`config.mk`:
```
export PLATFORM = sky130hd
export DESIGN_NAME = seg7_hex_capture
export DESIGN_NICKNAME = d
export VERILOG_FILES = /design/src/rtl/seg7_hex_capture.sv
export SDC_FILE = /design/constraint.sdc
export NUM_CORES = 1
export LEC_CHECK = 0
export ABC_AREA = 1
export CAP_MARGIN = 5
export CORE_AREA = 2 2 70 66
export CTS_CLUSTER_DIAMETER = 100
export DETAILED_ROUTE_END_ITERATION = 10
export DIE_AREA = 0 0 72 68
export PLACE_DENSITY_LB_ADDON = 0.2
export SETUP_SLACK_MARGIN = 0.15
export SLEW_MARGIN = 10
export SYNTH_ARGS = -nofsm -noshare
export SYNTH_HDL_FRONTEND = slang
export SYNTH_SLANG_ARGS = --single-unit
```
`constraint.sdc`:
```
create_clock -name Clock -period 3.4 [get_ports Clock]
set_input_delay 1.02 -clock Clock [delete_from_list [all_inputs] [get_ports Clock]]
set_output_delay 1.02 -clock Clock [all_outputs]
set_load 0.01 [all_outputs]
```
`src/rtl/seg7_hex_capture.sv`:
```
// Captures a two-digit seven-segment display, decoding a byte once the pattern has settled.
// Optional SEG_ERR_COUNT_EN adds a saturating ErrCount output counting illegal-glyph decodes.
module seg7_hex_capture #(
  parameter int unsigned SETTLE_CYCLES = 4
) (
  input  logic       Clock,
  input  logic       Resetn,
  input  logic       Enable,
  input  logic [0:6] HEX1,
  input  logic [0:6] HEX0,
  output logic [7:0] Value,
  output logic       Valid,
  output logic       Error,
  output logic       Stable
`ifdef SEG_ERR_COUNT_EN
  ,
  output logic [7:0] ErrCount
`endif
);

  localparam logic [7:0] SETTLE_TARGET = 8'(SETTLE_CYCLES);

  typedef enum logic [1:0] {
    IDLE,
    SETTLE,
    HOLD
  } state_e;

  state_e      state_q, state_d;
  logic [13:0] sample_q, sample_d;
  logic [7:0]  count_q, count_d;
  logic [7:0]  value_q, value_d;
  logic        valid_q, valid_d;
  logic        error_q, error_d;
  logic        stable_q, stable_d;

  logic [13:0] pattern;
  logic        samePattern;
  logic [4:0]  hiGlyph, loGlyph;

  // Returns {legal, digit}; segment string is a..g left to right, 0 = lit.
  function automatic logic [4:0] decodeGlyph(input logic [6:0] seg);
    logic [4:0] res;
    case (seg)
      7'b0000001: res = 5'h10;
      7'b1001111: res = 5'h11;
      7'b0010010: res = 5'h12;
      7'b0000110: res = 5'h13;
      7'b1001100: res = 5'h14;
      7'b0100100: res = 5'h15;
      7'b0100000: res = 5'h16;
      7'b0001111: res = 5'h17;
      7'b0000000: res = 5'h18;
      7'b0000100: res = 5'h19;
      7'b0001000: res = 5'h1A;
      7'b1100000: res = 5'h1B;
      7'b0110001: res = 5'h1C;
      7'b1000010: res = 5'h1D;
      7'b0110000: res = 5'h1E;
      7'b0111000: res = 5'h1F;
      default:    res = 5'h00;
    endcase
    return res;
  endfunction

  assign pattern     = {HEX1, HEX0};
  assign samePattern = (pattern == sample_q);
  assign hiGlyph     = decodeGlyph(sample_q[13:7]);
  assign loGlyph     = decodeGlyph(sample_q[6:0]);

  // The decision is taken only on an edge that still matches S, so a change on that edge wins.
  always_comb begin
    state_d  = state_q;
    sample_d = sample_q;
    count_d  = count_q;
    value_d  = value_q;
    valid_d  = 1'b0;
    error_d  = 1'b0;
    if (!Enable) begin
      state_d = IDLE;
    end else begin
      unique case (state_q)
        IDLE: begin
          sample_d = pattern;
          count_d  = 8'd0;
          state_d  = SETTLE;
        end
        SETTLE: begin
          if (!samePattern) begin
            sample_d = pattern;
            count_d  = 8'd1;
          end else if (count_q >= SETTLE_TARGET) begin
            state_d = HOLD;
            if (hiGlyph[4] && loGlyph[4]) begin
              value_d = {hiGlyph[3:0], loGlyph[3:0]};
              valid_d = 1'b1;
            end else begin
              error_d = 1'b1;
            end
          end else if (count_q != 8'hFF) begin
            count_d = count_q + 8'd1;
          end
        end
        HOLD: begin
          if (!samePattern) begin
            sample_d = pattern;
            count_d  = 8'd1;
            state_d  = SETTLE;
          end
        end
        default: state_d = IDLE;
      endcase
    end
    stable_d = (state_d == HOLD);
  end

  always_ff @(posedge Clock or negedge Resetn) begin
    if (!Resetn) begin
      state_q  <= IDLE;
      sample_q <= '1;
      count_q  <= 8'd0;
      value_q  <= 8'h00;
      valid_q  <= 1'b0;
      error_q  <= 1'b0;
      stable_q <= 1'b0;
    end else begin
      state_q  <= state_d;
      sample_q <= sample_d;
      count_q  <= count_d;
      value_q  <= value_d;
      valid_q  <= valid_d;
      error_q  <= error_d;
      stable_q <= stable_d;
    end
  end

  assign Value  = value_q;
  assign Valid  = valid_q;
  assign Error  = error_q;
  assign Stable = stable_q;

`ifdef SEG_ERR_COUNT_EN
  logic [7:0] errCount_q;

  always_ff @(posedge Clock or negedge Resetn) begin
    if (!Resetn) begin
      errCount_q <= 8'h00;
    end else if (error_d && (errCount_q != 8'hFF)) begin
      errCount_q <= errCount_q + 8'd1;
    end
  end

  assign ErrCount = errCount_q;
`endif

endmodule

```
==> out/results.tsv <==
metric	value	unit
cpMostUsedCell	nand2_1	
firstDrtPassIters	4	
critical_path.max_stage_delay	0.47	ns
min_period	2.53	ns
track_usage	22.8	%
outcome	finished, final reports clean	
die_area	4900	um^2
yosysUniqueCellTypes	27	
cp.required	3.64	ns
worstSetupStartpointType	input port	
totalWireLength	4920	um
postCtsSetupBuffers	0	
yosys_warnings	0	
drive_gt1_share	17.6	%
chipWidth	72	um
async_flop_share	100	%
clk_pin_slew	0.07	ns
synth.net_count	388	
area_growth	15.9	%
ff_latch_area	893	um^2
min_period_over_period	74.5	%
synth_edf_count	0	
dp_hpwl	3810	um
yosysSeqAreaShare	36.6	%
clock_path_buffers	2	
start_util	57.7	%
grt_pass1_vias	1975	
finalClockSkew	0.00430	ns
pwr_density_cell	402	nW/um^2
instances_no_fill	448	
drc	0	
hp-class	flop to flop	
dp_cells	440	
hold_violations	0	
cts.sinks	35	
core_area	4230	um^2
routabilityCongestion	0.915	
cts_resized	0	
netlist_instances	365	
drtIter0Drc	156	
maxSlewViolCount	0	
multi_input_area	1300	um^2
antenna_found_initial	0	
grt_setup_unrepaired	no	
synth_top_cells_by_area	dfrtp_1 (22%), nand2_1 (20%), dfstp_2 (15%)	
numPortBuffers	27	
reg2regPathDepth	12	
min_path_cells	2	
final_cell_mix	nand2_1 (131), nor2_1 (51), inv_1 (43)	
finalSetupViolCount	0	
post-route-util	66.9	%
cp-end-kind	flop	
timing.fmax	395	MHz
grt_start_max_net_pins	36	
diodes	0	
viasPerCell	4.96	
leakage	0.00148	uW
ant_nets	0	
ys.flop_type	dfrtp_1	
finalSetupTns	0	ns
cts_buffers	5	
final_common_cell	nand2_1	
relSlewSlack	69.5	%
cap_viol_max_count	0	
path_max_fanout	11	
synth_top_area_share	21.5	%
grt_pass1_wl	8600	um
rows	23	
ys_seq_elements	35	
clockRootBuffer	clkbuf_8	
tightest_slew	0.457	ns
worstSetupPathType	input port to flop	
critical_path_arrival	2.77	ns
cts_htree_levels	2	
die_h	68	um
hold_buffers	0	
cp_slowest_cell	clkdlybuf4s50_1	
yosysTopAreaCell	dfrtp_1	
nets	420	
synth_area_per_cell	6.69	um^2
max-vdd-ir-drop	0.218	mV
num_vias	2224	
cts_tree	built	
clk_latency	0.30	ns
nFillCells	399	
io_pins	28	
grt_overflow	0	
netlist_area	2440	um^2
path_cells	clkdlybuf4s50_1, inv_1, nand2_1, nand2_1, nor2_1, nand2_1, nor2_4, nand4_4, nor2_4, nand2_2, inv_1, nand2_1, nand2_1	
routedWlPerCell	11.0	um
## sequential cells by signal (all words and copies together), names as in the netlist
| register | count |
|---|---|
| Error | 1 |
| Stable | 1 |
| Valid | 1 |
| Value | 8 |
| count_q | 8 |
| sample_q | 14 |
| state_q | 2 |
## final timing paths
kind,start,to,slack (ns)
min,Value[3]$_DFFE_PN0P_,Value[3]$_DFFE_PN0P_,0.49
min reg2reg,Value[3]$_DFFE_PN0P_,Value[3]$_DFFE_PN0P_,0.49
max reg2reg,sample_q[1]$_DFFE_PN1P_,Value[7]$_DFFE_PN0P_,1.39
max,HEX1[3],Value[7]$_DFFE_PN0P_,0.87
min in group asynchronous,Resetn,Value[0]$_DFFE_PN0P_,1.14
max in group asynchronous,Resetn,sample_q[8]$_DFFE_PN1P_,1.92
## report_power, final
group          switching (uW)  internal (uW)
logic                     204            111
clock network             160            142
registers                49.7            471
total                     414            724
## synthesized netlist by cell type (all sizes together) (3+ instances only)
master,count
buf,3
dfrtp,21
dfstp,14
ha,6
inv,56
nand2,149
nand3,16
nand4,4
nor2,57
nor3,9
nor4,3
o21ai,21
## stage by stage
| stage | total power, uW | hold slack, ns | worst slack [ns] | instance area (um^2) |
|---|---|---|---|---|
| 3_3_place_gp | 835 | 0.464 | 0.555 | 2740 |
| 6_report | 1140 | 0.486 | 0.866 | 2830 |
| 5_1_grt | 1220 | 0.514 | 0.623 | 2830 |
| 4_1_cts | 1150 | 0.489 | 0.843 | 2830 |
| 3_5_place_dp | 841 | 0.469 | 0.532 | 2740 |
| 2_1_floorplan | 760 | 0.473 | 1.26 | 2440 |
## cells by family (layout without fill, tap and decap cells)
family / Yosys count / after routing / synth area share, %
AND/OR/NAND/NOR: 239 / 239 / 42.8
buffers and inverters: 59 / 92 / 10.3
flip-flops: 35 / 35 / 36.6
AO/OA/AOI/OAI: 24 / 24 / 6.51
adder cells (fa/ha/maj): 6 / 6 / 3.08
XOR/XNOR: 2 / 2 / 0.718
## worst max-delay path, delay by kind of cell
family	cells	cell delay, ns
buffers and inverters	3	0.68
and+or+nand+nor	10	1.05
## per-layer routing
metal  GRT usage [%]  share of wire (%)
met1            29.4                 47
met2            37.7                 47
met3            5.15                3.7
met4            8.25                1.8
met5               0                  0
## area by class of cell
| cell class | count | share of cell area (%) |
|---|---|---|
| multi-input combinational | 271 | 45.8 |
| sequential | 35 | 31.6 |
| tap | 50 | 2.21 |
| timing repair buffer | 28 | 9.82 |
| clock buffer | 5 | 2.43 |
| clock inverter | 3 | 0.708 |
| inverter | 56 | 7.43 |
No activity file was read; power rests on OpenSTA's default activity.
